`src/rtl/uart_cmd_sequencer.sv`:
```
// UART command sequencer: parses 'l'/'a' + MMSS + CR load commands and '@' alarm toggles.
// Optional echo/status output on tx_data is enabled by defining CMD_ECHO_EN.
module uart_cmd_sequencer #(
  parameter int unsigned TIMEOUT_CYC = 4096,
  parameter logic [7:0]  CR_CHAR     = 8'h0d
) (
  input  logic        clk12m,
  input  logic        rst,
  input  logic [7:0]  rx_data,
  input  logic        rx_data_rdy,
  output logic        ld_time,
  output logic        ld_alarm,
  output logic [15:0] ld_digits,
  output logic        alarm_en,
  output logic        cmd_err,
  output logic        busy,
  output logic [7:0]  tx_data,
  output logic        tx_data_rdy
);

  localparam int unsigned CntW = (TIMEOUT_CYC > 2) ? $clog2(TIMEOUT_CYC) : 1;
  localparam logic [CntW-1:0] TmoLast = CntW'(TIMEOUT_CYC - 1);

  localparam logic [7:0] ChLoadTime  = 8'h6c;  // 'l'
  localparam logic [7:0] ChLoadAlarm = 8'h61;  // 'a'
  localparam logic [7:0] ChToggle    = 8'h40;  // '@'
  localparam logic [7:0] ChEsc       = 8'h1b;
  localparam logic [7:0] ChZero      = 8'h30;
  localparam logic [7:0] ChFive      = 8'h35;
  localparam logic [7:0] ChNine      = 8'h39;

  typedef enum logic [1:0] {StIdle, StDig, StWaitCr} state_e;

  state_e          state_q, state_d;
  logic [1:0]      idx_q, idx_d;
  logic            is_alarm_q, is_alarm_d;
  logic [15:0]     shadow_q, shadow_d;
  logic [15:0]     digits_q, digits_d;
  logic            ld_time_q, ld_time_d;
  logic            ld_alarm_q, ld_alarm_d;
  logic            alarm_en_q, alarm_en_d;
  logic            cmd_err_q, cmd_err_d;
  logic [CntW-1:0] cnt_q, cnt_d;
  logic            digit_ok;
  logic            is_cmd;

  // Tens digits (even index) are limited to 0..5.
  assign digit_ok = (rx_data >= ChZero) && (rx_data <= ChNine) &&
                    (idx_q[0] || (rx_data <= ChFive));
  assign is_cmd   = (rx_data == ChLoadTime) || (rx_data == ChLoadAlarm);

  always_comb begin
    state_d    = state_q;
    idx_d      = idx_q;
    is_alarm_d = is_alarm_q;
    shadow_d   = shadow_q;
    digits_d   = digits_q;
    ld_time_d  = 1'b0;
    ld_alarm_d = 1'b0;
    cmd_err_d  = 1'b0;
    alarm_en_d = alarm_en_q;
    cnt_d      = '0;
    unique case (state_q)
      StIdle: begin
        if (rx_data_rdy) begin
          if (is_cmd) begin
            state_d    = StDig;
            idx_d      = 2'd0;
            is_alarm_d = (rx_data == ChLoadAlarm);
          end else if (rx_data == ChToggle) begin
            alarm_en_d = ~alarm_en_q;
          end
        end
      end
      StDig, StWaitCr: begin
        if (rx_data_rdy) begin
          if (is_cmd) begin
            state_d    = StDig;
            idx_d      = 2'd0;
            is_alarm_d = (rx_data == ChLoadAlarm);
          end else if (rx_data == ChEsc) begin
            state_d = StIdle;
          end else if ((state_q == StDig) && digit_ok) begin
            shadow_d[4*(3-int'(idx_q)) +: 4] = rx_data[3:0];
            idx_d = idx_q + 2'd1;
            if (idx_q == 2'd3) state_d = StWaitCr;
          end else if ((state_q == StWaitCr) && (rx_data == CR_CHAR)) begin
            state_d    = StIdle;
            digits_d   = shadow_q;
            ld_time_d  = ~is_alarm_q;
            ld_alarm_d = is_alarm_q;
          end else begin
            state_d   = StIdle;
            cmd_err_d = 1'b1;
          end
        end else if (cnt_q == TmoLast) begin
          state_d   = StIdle;
          cmd_err_d = 1'b1;
        end else begin
          cnt_d = cnt_q + 1'b1;
        end
      end
      default: state_d = StIdle;
    endcase
  end

  always_ff @(posedge clk12m or posedge rst) begin
    if (rst) begin
      state_q    <= StIdle;
      idx_q      <= 2'd0;
      is_alarm_q <= 1'b0;
      shadow_q   <= 16'h0000;
      digits_q   <= 16'h0000;
      ld_time_q  <= 1'b0;
      ld_alarm_q <= 1'b0;
      alarm_en_q <= 1'b0;
      cmd_err_q  <= 1'b0;
      cnt_q      <= '0;
    end else begin
      state_q    <= state_d;
      idx_q      <= idx_d;
      is_alarm_q <= is_alarm_d;
      shadow_q   <= shadow_d;
      digits_q   <= digits_d;
      ld_time_q  <= ld_time_d;
      ld_alarm_q <= ld_alarm_d;
      alarm_en_q <= alarm_en_d;
      cmd_err_q  <= cmd_err_d;
      cnt_q      <= cnt_d;
    end
  end

  assign ld_time   = ld_time_q;
  assign ld_alarm  = ld_alarm_q;
  assign ld_digits = digits_q;
  assign alarm_en  = alarm_en_q;
  assign cmd_err   = cmd_err_q;
  assign busy      = (state_q != StIdle);

`ifdef CMD_ECHO_EN
  logic [7:0] tx_data_q, tx_data_d;
  logic       tx_rdy_q, tx_rdy_d;

  // Errors (bad byte or timeout) report '?' in place of the echo.
  always_comb begin
    tx_rdy_d  = rx_data_rdy || cmd_err_d;
    tx_data_d = tx_data_q;
    if (cmd_err_d)        tx_data_d = 8'h3f;
    else if (rx_data_rdy) tx_data_d = rx_data;
  end

  always_ff @(posedge clk12m or posedge rst) begin
    if (rst) begin
      tx_data_q <= 8'h00;
      tx_rdy_q  <= 1'b0;
    end else begin
      tx_data_q <= tx_data_d;
      tx_rdy_q  <= tx_rdy_d;
    end
  end

  assign tx_data     = tx_data_q;
  assign tx_data_rdy = tx_rdy_q;
`else
  assign tx_data     = 8'h00;
  assign tx_data_rdy = 1'b0;
`endif

endmodule
```
`config.mk`:
```
export PLATFORM = sky130hd
export DESIGN_NAME = uart_cmd_sequencer
export DESIGN_NICKNAME = d
export VERILOG_FILES = /design/src/rtl/uart_cmd_sequencer.sv
export SDC_FILE = /design/constraint.sdc
export NUM_CORES = 1
export LEC_CHECK = 0
export CAP_MARGIN = 40
export CORE_MARGIN = 3
export CORE_UTILIZATION = 32
export DETAILED_ROUTE_END_ITERATION = 7
export PLACE_DENSITY = 0.58
export SYNTH_ARGS = -nofsm -noshare
export SYNTH_HDL_FRONTEND = slang
export SYNTH_SLANG_ARGS = --single-unit
export TNS_END_PERCENT = 10
```
`constraint.sdc`:
```
create_clock -name clk12m -period 4.45 [get_ports clk12m]
set_input_delay 0.6675 -clock clk12m [delete_from_list [all_inputs] [get_ports clk12m]]
set_output_delay 0.6675 -clock clk12m [all_outputs]
set_load 0.02 [all_outputs]
```
Yosys cells after proc, flatten, opt, wreduce, memory -nomap -nowiden:

Cells that the tools add are included.

* divide/modulo/power cells: 0
* reductions and logical operators: 17
* multipliers: 0
* mux-type cells: 39
* order comparisons: 3
* $add $sub $neg: 4
* bitwise operators: 5
* shift operators: 2
* equal/unequal tests: 16

Operators by type and width (count)
* $mux 12: 3
* $neg 5->33: 1
* $shift 4x33->16 const A: 1
* $shiftx 4x33->16: 1
* $mux 2: 14
* $eq 8x7->1 const B: 3
* $mux 1: 19
* $bwmux 16: 1
* $le 8x6->1 const B: 2
* $add 12x1->12 const B: 1
* $eq 12x12->1 const B: 1
* $reduce_and 6->1: 2
* $ne 3x3->1 const B: 3
* $eq 8x4->1 const B: 1
* $eq 8x5->1 const B: 1
* $ge 8x6->1 const B: 1
* $pmux 2 s2: 2
* $reduce_and 4->1: 2
* $ne 2x2->1 const B: 3
* $ne 6x6->1 const B: 1
* $not 1->1: 5
* $reduce_and 5->1: 1
* $eq 2x2->1 const B: 2
* $logic_and 1x1->1: 4
* 9 further kinds: 11

* output and inout bits: 30
* latch bits: 0
* input port bits: 11
* register bits after elaboration: 53
* memory bits (read-only): 0
* logic and storage cells: 96
* bits in writable memories: 0
* memories kept: 0

Longest topological paths before layout:

Gate-level depths: netlist (run 1).

* depth after elaboration: 9
* depth in mapped cells: 8
* depth with buffers taken out: 7

Worst setup path before layout (run 1):

No wires, ideal clock.

* path type: input -> register
* from: input port rx_data[2]
* to: register digits_q[0], in the netlist ld_digits[0]
* required time: 4.325 ns
* data arrival time: 2.000 ns
* path buffers: 2
* setup time: 0.125 ns
* path slack: 2.325 ns
* stages: 7
* cell sequence: buf_4 > nand2_2 > nor3_2 > or3b_4 > nor2_8 > buf_12 > mux2_4

* cells in the longest elaborated chain, start to end: 6
* elaborated cells between the ends (all ways): 17
* those cells by class: order compare (3); eq/ne (4); bitwise (3); reduce/logical (7)

Ends and longest elaborated chain
* start, declared: RTL line 9 `input logic [7:0] rx_data,`
* $ge 8x6->1, or another cell as far along: RTL line 48 `assign digit_ok = (rx_data >= ChZero) && (rx_data <= ChNine) &&`
* $logic_and 1x1->1 / $logic_or 1x1->1 (equally long branches): RTL line 48, 49
* $logic_and 1x1->1: RTL line 48
* $logic_and 1x1->1: RTL line 83 `end else if ((state_q == StDig) && digit_ok) begin`
* $not 1->1 (no line)
* $reduce_and 6->1 (no line) *
* end signal, assigned: RTL line 124 `digits_q <= digits_d;`
* end, declared: RTL line 38 `logic [15:0] digits_q, digits_d;`

Every way passes the cells marked *; elsewhere a longest branch is shown, timed or not.
A chain may end at the register's enable or synchronous reset.

Final worst setup path (run 1):

* from: input port rx_data[2]
* to: register digits_q[8], in the netlist ld_digits[8]

The elaborated chain is that of the path after synthesis.

==> results by group, run 1 <==
CTS
  – Clock slew at reported path FFs: 0.10 ns
  – Clk_lat worst skew: 0.30 ns
  – CTS resizes: 0
  – Hold buffers post-CTS: 0
  – CTS tree: done
  – Clock Sinks: 53
  – CTS root buf: clkbuf_8
  – Clk buf depth: 2
  – Total number of H-tree levels: 2
  – CTS Buf Count: 5
  – Postcts setup bufs: 0

STA
  – Clock Skews: 0.0143 ns
  – Unrepaired setup endpoints after global routing: no
  – Worst Tran Pin Value: 0.669 ns
  – Peak Freq: 390 MHz
  – Final max-slew violation count: 0
  – Slack of the critical path: 1.88 ns
  – Hold Violations, Final: 0
  – Relative slew slack: 55.4%
  – Final Cycle Share: 57.6%
  – # setup viols final: 0
  – Setup_tns: 0 ns
  – Final Critical Period: 2.57 ns

Synth
  – EDFF count, synth: 0
  – Yosys reg bits: 53
  – Main area contributors after synthesis: dfrtp_1 48%, mux2_4 5.5%, ha_1 4.6%
  – Post-Syn Instances: 248
  – Yosys synthesis warning count: 0
  – FFs w/ async S/R, synth: 100%
  – Seq/Total Area, Yosys: 48.2%
  – Synthesized area per cell: 11.1 um^2
  – Synth unique cells: 59
  – Ys flop type: dfrtp_1
  – Area leader, netlist: dfrtp_1
  – Mapped Area: 2750 um^2
  – Yosys top cell area share: 48.2%

Critical path
  – CP Capture Type: register
  – Type of origin of the critical path: input port
  – CP max-delay cell: clkdlybuf4s50_1
  – Setup Crit Path Kind: input port to register
  – Crit path launch: rx_data[2]
  – Critical path's largest stage delay: 0.71 ns
  – Crit path required time: 4.65 ns
  – FF-to-FF Start: state_q[0]$_DFFE_PP0P_
  – Crit path max fanout: 16
  – CP arrival: 2.76 ns
  – Crit path cell chain: clkdlybuf4s50_1 > nand2_2 > nor3_2 > or3b_4 > nor2_8 > mux2_2

Pwr
  – P_int: 0.625 mW
  – Sw Ratio: 26.0%
  – Leak: 1.42 nW
  – Clk pwr share: 32.6%
  – Psw: 0.220 mW
  – Cell Pwr Density: 265 nW/um^2
  – Pwr Total: 0.845 mW
  – Sequential power share: 57.8%
  – Combinational fraction of design power: 9.6%
  – Maximum VDD drop: 0.000122 V

Outcome
  – Status: completed

Global routing
  – Tot GR Track Use: 11.2%
  – Vias in the first global route: 1800
  – Grt ovf: 0
  – Pin count of the biggest net entering global routing: 54
  – First-pass GRT wire length: 8.88 mm
  – Initial antenna violation count: 0

Cells and area
  – Commonest non-fill, non-tap cell in the layout: dfrtp_1
  – Layout cells sized above 1: 15.7%
  – Most frequent cells in the layout: 53 x dfrtp_1, 31 x clkdlybuf4s50_1, 28 x nand2_1
  – Footprint of the multi-input gates: 1260 um^2
  – Area Growth Syn to Fin: 16.0%
  – Nets: 301
  – # fillers: 813
  – Antenna diodes: 0
  – FF/Latch Area: 1330 um^2

Floorplanning
  – I/O Pins: 41
  – Die ar.: 9740 um^2
  – Initial Util: 33.1%
  – Die Wd: 98.7 um
  – Core ar.: 8300 um^2
  – Die H: 98.7 um
  – Row Count: 33

Route
  – Via density: 4.70
  – Initial DRC count: 80
  – Via count: 1814
  – Final WL: 5.13 mm
  – Antenna-violating nets left: 0
  – Routed length per instance: 13.3 um
  – Post-route DRC: 0
  – TritonRoute pass-1 iters: 4

Place
  – Pre-CTS setup slack: 1.54 ns
  – Hpwl dp: 3.89 mm
  – I/O Buffers: 31
  – Final GP Congestion: 0.824

Run
  – Max cap viols: 0

Worst hold path
  – Worst hold start: alarm_en$_DFFE_PP0P_
  – Type of the most critical hold path: register to register
[per-layer routing]
layer | wire, um | share of wire [%] | vias up | GRT usage, %
met5 | 0 | 0 | - | 0
met4 | 0 | 0 | 0 | 1.58
met3 | 211 | 4.1 | 0 | 3.04
met2 | 2560 | 50 | 35 | 18.9
met1 | 2350 | 46 | 884 | 14.7
li1 | - | - | 895 | -
[registers in the layout, summed over array words and instances (netlist names)]
signal      cells
ld_digits      16
idx_q           2
cmd_err         1
ld_alarm        1
ld_time         1
cnt_q          12
shadow_q       16
is_alarm_q      1
alarm_en        1
state_q         2
[cell usage after synthesis, types with 2 or more instances]
cell type  count
a21oi_1        3
and2_1         3
and3_1         5
buf_4         10
dfrtp_1       53
ha_1          10
inv_1         15
mux2_2         9
mux2_4        10
mux2i_1        3
nand2_1       28
nand3_1        7
nand4_1        3
nor2_1        21
nor3_1         4
o2111ai_1      2
o21ai_0       11
or3_1          2
xnor2_1        7
xor2_1         3
[logic make-up after synthesis]
kind of cell,Yosys count,synth area share (%)
AO/OA/AOI/OAI,29,7.47
XOR/XNOR,10,3.19
adder cells (fa/ha/maj),10,4.55
buffers and inverters,30,6.87
flip-flops,53,48.2
multiplexers,22,10.2
other,1,0.136
AND/OR/NAND/NOR,93,19.3
[power groups by stage]
stage               Combinational (mW)  Sequential [mW]  Clock [mW]
floorplan                       0.0614            0.499           0
global placement                0.0819            0.498           0
detailed placement              0.0828            0.498           0
CTS                             0.0829            0.489       0.293
global route                    0.0897            0.489       0.317
finish                          0.0809            0.488       0.276
[layout make-up]
| cell class | instances | area share (%) |
|---|---|---|
| clock inverters | 3 | 0.785 |
| inverters | 15 | 1.77 |
| multi-input cells | 173 | 39.6 |
| well taps | 105 | 4.12 |
| flip-flops and latches | 53 | 41.6 |
| repair buffers | 32 | 9.96 |
| clock buffers | 5 | 2.16 |
[worst max-delay path: cells and delay by family]
| family | cells | cell delay, ns |
|---|---|---|
| AND/OR/NAND/NOR | 4 | 0.99 |
| buffers and inverters | 1 | 0.71 |
| multiplexers | 1 | 0.39 |
[path summary, 6_finish.rpt]
path | to | slack [ns] | cells past startpoint
hold reg to reg | alarm_en$_DFFE_PP0P_ | 0.49 | 1
max in group asynchronous | cnt_q[5]$_DFF_PP0_ | 3.14 | 3
min in group asynchronous | ld_digits[15]$_DFFE_PP0P_ | 0.85 | 3
setup / recovery | ld_digits[8]$_DFFE_PP0P_ | 1.88 | 6
hold / removal | alarm_en$_DFFE_PP0P_ | 0.49 | 1
setup reg to reg | ld_digits[8]$_DFFE_PP0P_ | 2.31 | 7
[through the flow]
step / cell area (um^2) / std cells / hold WS [ns] / util (%)
6_report: 3190 / 386 / 0.489 / 38.4
5_1_grt: 3190 / 386 / 0.498 / 38.4
4_1_cts: 3190 / 386 / 0.492 / 38.4
3_5_place_dp: 3100 / 378 / 0.477 / 37.3
3_3_place_gp: 3100 / 378 / 0.466 / 37.3
2_1_floorplan: 2780 / 256 / 0.425 / -
(Power assumes the default switching activity.)
==> run 2, diff against run 1 <==
==> constraint.sdc (replaced) <==
create_clock -name clk12m -period 2.6 [get_ports clk12m]
set_input_delay 0.39 -clock clk12m [delete_from_list [all_inputs] [get_ports clk12m]]
set_output_delay 0.39 -clock clk12m [all_outputs]
set_load 0.02 [all_outputs]
==> run 2 against run 1 <==
Compared with the run above: worst hold slack worse by 0.047 ns; power grew 83%; setup slack got worse by 1.4 ns; largest cell class unchanged; cell count grew 2.1%.
==> results by group, run 2 (synthesis results as in run 1) <==
Outcome
  – Status: completed (unchanged)

Global routing
  – Tot GR Track Use: 11.5% (was 11.2%)
  – Grt ovf: 0 (unchanged)
  – Initial antenna violation count: 0 (unchanged)
  – Vias in the first global route: 1933 (was 1800)
  – Pin count of the biggest net entering global routing: 54 (unchanged)
  – First-pass GRT wire length: 9.02 mm (was 8.88 mm)

Route
  – Initial DRC count: 58 (was 80)
  – Routed met1 length: 2.40 mm (was 2.35 mm)
  – Final WL: 5.32 mm (was 5.13 mm)
  – Via count: 1890 (was 1814)
  – Met2 wire len: 2.61 mm (was 2.56 mm)
  – TritonRoute pass-1 iters: 4 (unchanged)
  – Antenna-violating nets left: 0 (unchanged)
  – Via density: 4.80 (was 4.70)
  – DR top layer: met4 (was met3)
  – Met3 wire len: 176 um (was 211 um)
  – Post-route DRC: 0 (unchanged)
  – Routed length per instance: 13.5 um (was 13.3 um)

CTS
  – CTS root buf: clkbuf_8 (unchanged)
  – Clock Sinks: 53 (unchanged)
  – Hold buffers post-CTS: 0 (unchanged)
  – CTS Buf Count: 5 (unchanged)
  – Total number of H-tree levels: 2 (unchanged)
  – CTS tree: done (unchanged)
  – Clk buf depth: 2 (unchanged)
  – Postcts setup bufs: 0 (unchanged)
  – Clk_lat worst skew: 0.31 ns (was 0.30 ns)
  – CTS resizes: 0 (unchanged)
  – Clock slew at reported path FFs: 0.10 ns (about the same)

Worst hold path
  – Type of the most critical hold path: input port to asynchronous set/reset pin (was register to register)

Pwr
  – Clk pwr share: 36.4% (was 32.6%)
  – Maximum VDD drop: 0.000233 V (was 0.000122 V)
  – Sw Ratio: 24.2% (was 26.0%)
  – Combinational fraction of design power: 9.6% (about the same)
  – Leak: 1.48 nW (was 1.42 nW)
  – Sequential power share: 54.0% (was 57.8%)
  – P_int: 1.17 mW (was 0.625 mW)
  – Psw: 0.375 mW (was 0.220 mW)
  – Cell Pwr Density: 470 nW/um^2 (was 265 nW/um^2)

Cells and area
  – Commonest non-fill, non-tap cell in the layout: dfrtp_1 (unchanged)
  – Nets: 309 (was 301)
  – Most frequent cells in the layout: 53 x dfrtp_1, 31 x clkdlybuf4s50_1, 28 x nand2_1 (unchanged)
  – Antenna diodes: 0 (unchanged)
  – # fillers: 821 (was 813)
  – Area Growth Syn to Fin: 19.8% (was 16.0%)
  – Layout cells sized above 1: 17.6% (was 15.7%)

Critical path
  – Crit path required time: 2.86 ns (was 4.65 ns)
  – Crit path cell chain: inv_1 > ha_1 > nand2_2 > nor3_2 > or3b_4 > nor4b_1 > buf_4 (was clkdlybuf4s50_1 > nand2_2 > nor3_2 > or3b_4 > nor2_8 > mux2_2)
  – CP arrival: 2.41 ns (was 2.76 ns)
  – Type of origin of the critical path: register (was input port)
  – CP Capture Type: register (unchanged)
  – Crit path max fanout: 4 (was 16)
  – Setup Crit Path Kind: register to register (was input port to register)
  – CP max-delay cell: nor4b_1 (was clkdlybuf4s50_1)
  – Critical path's largest stage delay: 0.55 ns (was 0.71 ns)

STA
  – Unrepaired setup endpoints after global routing: no (unchanged)
  – Worst Tran Pin Value: 0.560 ns (was 0.669 ns)
  – Clock Skews: 0.00844 ns (was 0.0143 ns)
  – # setup viols final: 0 (unchanged)
  – Final max-slew violation count: 0 (unchanged)
  – Relative slew slack: 62.2% (was 55.4%)
  – Hold Violations, Final: 0 (unchanged)
  – Final Cycle Share: 82.7%
  – Final Critical Period: 2.15 ns
  – Peak Freq: 465 MHz
  – Setup_tns: 0 ns (unchanged)
  – Slack of the critical path: 0.450 ns (was 1.88 ns)

Floorplanning
  – Core ar.: 8300 um^2 (unchanged)
  – Die Wd: 98.7 um (unchanged)
  – Initial Util: 33.1% (unchanged)
  – Die ar.: 9740 um^2 (unchanged)
  – Row Count: 33 (unchanged)
  – I/O Pins: 41 (unchanged)
  – Die H: 98.7 um (unchanged)

Place
  – Final GP Congestion: 0.832 (was 0.824)
  – I/O Buffers: 31 (unchanged)
  – Pre-CTS setup slack: 0.160 ns (was 1.54 ns)
  – Hpwl dp: 3.95 mm (was 3.89 mm)

Run
  – Max cap viols: 0 (unchanged)
## run 2: changes by cell type in the layout (fill, tap and decap cells not counted)
cell / previous run / this run
buf_4: 1 / 7
buf_12: 0 / 2
bufinv_16: 0 / 1
clkbuf_1: 0 / 1
clkinvlp_4: 1 / 0
inv_6: 1 / 0
## run 2: power by group through the flow
| stage | registers (mW) | logic [mW] | clock network, mW |
|---|---|---|---|
| after global placement | 0.852 | 0.150 | 0 |
| after CTS | 0.835 | 0.151 | 0.584 |
| final | 0.835 | 0.149 | 0.563 |
| after detailed placement | 0.852 | 0.151 | 0 |
| after floorplan | 0.854 | 0.105 | 0 |
| after global routing | 0.836 | 0.166 | 0.610 |
## run 2: area by class of cell
| cell class | count | area [um^2] | share of cell area, % |
|---|---|---|---|
| well taps | 105 | 131 | 3.99 |
| inverters | 15 | 56.3 | 1.71 |
| clock buffers | 6 | 72.6 | 2.20 |
| clock inverters | 2 | 38.8 | 1.18 |
| repair buffers | 40 | 403 | 12.2 |
| multi-input cells | 173 | 1260 | 38.4 |
| flip-flops and latches | 53 | 1330 | 40.3 |
## run 2: path summary, 6_finish.rpt
path	endpoint	cells past startpoint	slack, ns	from
min reg2reg	alarm_en$_DFFE_PP0P_	1	0.48	alarm_en$_DFFE_PP0P_
max reg2reg	ld_alarm$_DFF_PP0_	7	0.45	state_q[0]$_DFFE_PP0P_
max	ld_alarm$_DFF_PP0_	7	0.45	state_q[0]$_DFFE_PP0P_
min	ld_digits[4]$_DFFE_PP0P_	3	0.44	rst
max in group asynchronous	cnt_q[5]$_DFF_PP0_	3	1.93	rst
min in group clk12m	alarm_en$_DFFE_PP0P_	1	0.48	alarm_en$_DFFE_PP0P_
## run 2: stage by stage
step / util (%) / hold WS (ns) / power [mW] / instances / cell area, um^2
3_5_place_dp: 38.3 / 0.471 / 1.00 / 386 / 3180
3_3_place_gp: 38.3 / 0.467 / 1.00 / 386 / 3180
5_1_grt: 39.7 / 0.466 / 1.61 / 394 / 3290
4_1_cts: 39.7 / 0.446 / 1.57 / 394 / 3290
6_report: 39.7 / 0.441 / 1.55 / 394 / 3290
2_1_floorplan: - / 0.425 / 0.959 / 256 / 2780
## run 2: critical path: cells and delay by family (launching register included)
family | cells | cell delay [ns]
AND/OR/NAND/NOR | 4 | 1.21
flip-flops | 1 | 0.42
buffers and inverters | 2 | 0.29
adder cells (fa/ha/maj) | 1 | 0.17
## run 2: routing by layer
metal	vias up	GRT usage, %
met5	-	0
met4	0	4.52
met3	12	3.18
met2	33	19.1
met1	930	14.2
li1	915	-
==> run 3, diff against run 2 <==
--- a/config.mk
+++ b/config.mk
@@ -9,7 +9,7 @@
 export CORE_MARGIN = 3
 export CORE_UTILIZATION = 32
 export DETAILED_ROUTE_END_ITERATION = 7
-export PLACE_DENSITY = 0.58
+export PLACE_DENSITY = 0.6
 export SYNTH_ARGS = -nofsm -noshare
 export SYNTH_HDL_FRONTEND = slang
 export SYNTH_SLANG_ARGS = --single-unit
==> constraint.sdc (replaced) <==
create_clock -name clk12m -period 1.9 [get_ports clk12m]
set_input_delay 0.285 -clock clk12m [delete_from_list [all_inputs] [get_ports clk12m]]
set_output_delay 0.285 -clock clk12m [all_outputs]
set_load 0.02 [all_outputs]
==> run 3 against run 2 <==
Compared with the run above: the run now ends with setup timing left; global-route usage rose by 0.078 points; highest routed layer unchanged; clock-buffer cell count fell by 1; power rose by 32%; first-iteration DRC count rose by 5.2%; cell count rose by 4.8%; setup slack got worse by 0.49 ns; flip-flop and latch count did not move; largest power group unchanged.
==> results by group, run 3 (synthesis results as in run 1) <==
STA
  – Final hold slack: 0.319 ns (was 0.441 ns)
  – Final max-slew violation count: 0 (unchanged)
  – Peak Freq: 515 MHz (was 465 MHz)
  – Slack of the critical path: -0.0400 ns (was 0.450 ns)
  – Clock Skews: 0.0177 ns (was 0.00844 ns)
  – Final Critical Period: 1.94 ns (was 2.15 ns)
  – Hold Violations, Final: 0 (unchanged)
  – Setup_tns: -0.330 ns (was 0 ns)
  – Unrepaired setup endpoints after global routing: yes (was no)
  – # setup viols final: 16 (was 0)
  – Final Cycle Share: 102% (was 82.7%)

Worst hold path
  – Type of the most critical hold path: input port to asynchronous set/reset pin (unchanged)

Critical path
  – Setup Crit Path Kind: register to register (unchanged)
  – Critical path's largest stage delay: 0.44 ns (was 0.55 ns)
  – Type of origin of the critical path: register (unchanged)
  – Crit path cell chain: inv_2 > ha_4 > nand2_2 > nor3_4 > or3b_4 > nor2_8 > buf_4 > mux2_4 (was inv_1 > ha_1 > nand2_2 > nor3_2 > or3b_4 > nor4b_1 > buf_4)
  – CP arrival: 2.14 ns (was 2.41 ns)
  – CP Capture Type: register (unchanged)
  – CP max-delay cell: or3b_4 (was nor4b_1)
  – Crit path max fanout: 3 (was 4)
  – Crit path required time: 2.10 ns (was 2.86 ns)
  – Crit path launch: state_q[0]$_DFFE_PP0P_ (unchanged)
  – FF-to-FF Start: state_q[0]$_DFFE_PP0P_ (unchanged)

Floorplanning
  – Initial Util: 33.1% (unchanged)
  – Core ar.: 8300 um^2 (unchanged)
  – I/O Pins: 41 (unchanged)
  – Die Wd: 98.7 um (unchanged)
  – Die H: 98.7 um (unchanged)
  – Die ar.: 9740 um^2 (unchanged)
  – Row Count: 33 (unchanged)

Global routing
  – Initial antenna violation count: 0 (unchanged)
  – First-pass GRT wire length: 9.25 mm (was 9.02 mm)
  – Vias in the first global route: 1945 (was 1933)
  – M2 GR Usage: 19.8% (was 19.1%)
  – Tot GR Track Use: 11.6% (was 11.5%)
  – GR Layer Usage met1: 14.8% (was 14.2%)
  – GRT busiest layer: met2 (unchanged)
  – Grt ovf: 0 (unchanged)
  – Pin count of the biggest net entering global routing: 54 (unchanged)
  – Grt met3 use: 2.41% (was 3.18%)

Pwr
  – Pwr Total: 2.04 mW (was 1.55 mW)
  – Leak: 1.61 nW (was 1.48 nW)
  – Maximum VDD drop: 0.000335 V (was 0.000233 V)
  – Cell Pwr Density: 579 nW/um^2 (was 470 nW/um^2)

Outcome
  – Failing checks: setup timing
  – Status: finished with violations (was completed)

Cells and area
  – Antenna diodes: 0 (unchanged)
  – Area Growth Syn to Fin: 28.3% (was 19.8%)
  – Layout cells sized above 1: 25.0% (was 17.6%)
  – Nets: 328 (was 309)
  – Commonest non-fill, non-tap cell in the layout: dfrtp_1 (unchanged)
  – Fin cells: 413 (was 394)
  – Most frequent cells in the layout: 53 x dfrtp_1, 28 x nand2_1, 28 x clkdlybuf4s50_1 (was 53 x dfrtp_1, 31 x clkdlybuf4s50_1, 28 x nand2_1)

Place
  – Pre-CTS setup slack: -0.390 ns (was 0.160 ns)
  – I/O Buffers: 31 (unchanged)
  – Final GP Congestion: 0.826 (was 0.832)
  – Hpwl dp: 4.09 mm (was 3.95 mm)
  – Post-Place Cells: 404 (was 386)

Route
  – Final WL: 5.48 mm (was 5.32 mm)
  – Post-route DRC: 0 (unchanged)
  – Antenna-violating nets left: 0 (unchanged)
  – Via density: 4.66 (was 4.80)
  – TritonRoute pass-1 iters: 4 (unchanged)
  – Initial DRC count: 61 (was 58)
  – Routed length per instance: 13.3 um (was 13.5 um)
  – Via count: 1923 (was 1890)

CTS
  – Clk buf depth: 2 (unchanged)
  – Postcts setup bufs: 0 (unchanged)
  – Clk_lat worst skew: 0.31 ns (about the same)
  – CTS Buf Count: 5 (unchanged)
  – CTS root buf: clkbuf_8 (unchanged)
  – Clock slew at reported path FFs: 0.11 ns (was 0.10 ns)
  – Clock Sinks: 53 (unchanged)
  – CTS tree: done (unchanged)
  – Total number of H-tree levels: 2 (unchanged)

Run
  – Max cap viols: 0 (unchanged)
[run 3: cell types whose count changed in the layout (fill, tap and decap cells not counted), moves of 3 or more]
| cell | before | now |
|---|---|---|
| mux2_4 | 10 | 16 |
| buf_4 | 7 | 24 |
| o21ai_1 | 1 | 9 |
| mux2_2 | 9 | 3 |
| clkdlybuf4s50_1 | 31 | 28 |
| o21ai_0 | 11 | 3 |
[run 3: what timing repair did]
item,CTS,global route
endpoints found under the setup margin,22,36
pin swaps,1,2
resized for setup,5,22
hold buffers,0,0
cloned,0,1
hold endpoints to repair,0,0
[run 3: path summary, 6_finish.rpt]
path / endpoint / slack (ns) / cells after the start
worst min register to register: ld_time$_DFF_PP0_ / 0.47 / 1
min in group clk12m: ld_time$_DFF_PP0_ / 0.47 / 1
worst min-delay path: ld_digits[15]$_DFFE_PP0P_ / 0.32 / 3
worst max register to register: ld_digits[3]$_DFFE_PP0P_ / -0.04 / 8
max in group asynchronous: cnt_q[0]$_DFF_PP0_ / 1.31 / 3
worst max-delay path: ld_digits[3]$_DFFE_PP0P_ / -0.04 / 8
[run 3: report_power, final]
part           leakage, nW  internal, mW  switching (mW)
logic                0.833         0.109           0.150
registers            0.724          1.14         0.00509
clock network       0.0481         0.262           0.381
total                 1.61          1.51           0.536
[run 3: metrics by stage]
step	utilization, %	area [um^2]
after detailed placement	40.1	3330
after CTS	41.5	3440
after global placement	40.1	3330
after floorplan	-	2780
final	42.5	3530
after global routing	42.5	3530
[run 3: cell type report]
type | count | area [um^2]
clock inverter | 3 | 22.5
inverter | 15 | 56.3
tap | 105 | 131
timing repair buffer | 59 | 579
clock buffer | 5 | 68.8
fill | 789 | 4770
multi-input combinational | 173 | 1340
sequential | 53 | 1330
[run 3: layer usage]
metal	part of all wire, %	vias to the layer above
li1	-	958
met1	46	927
met2	49	31
met3	3.2	7
met4	1.5	0
met5	0	-
[run 3: critical path, delay by kind of cell, from the launching register on]
family / cells / cell delay, ns
and+or+nand+nor: 4 / 0.77
DFF: 1 / 0.39
muxes: 1 / 0.30
buffers and inverters: 2 / 0.25
adders and majority gates: 1 / 0.13
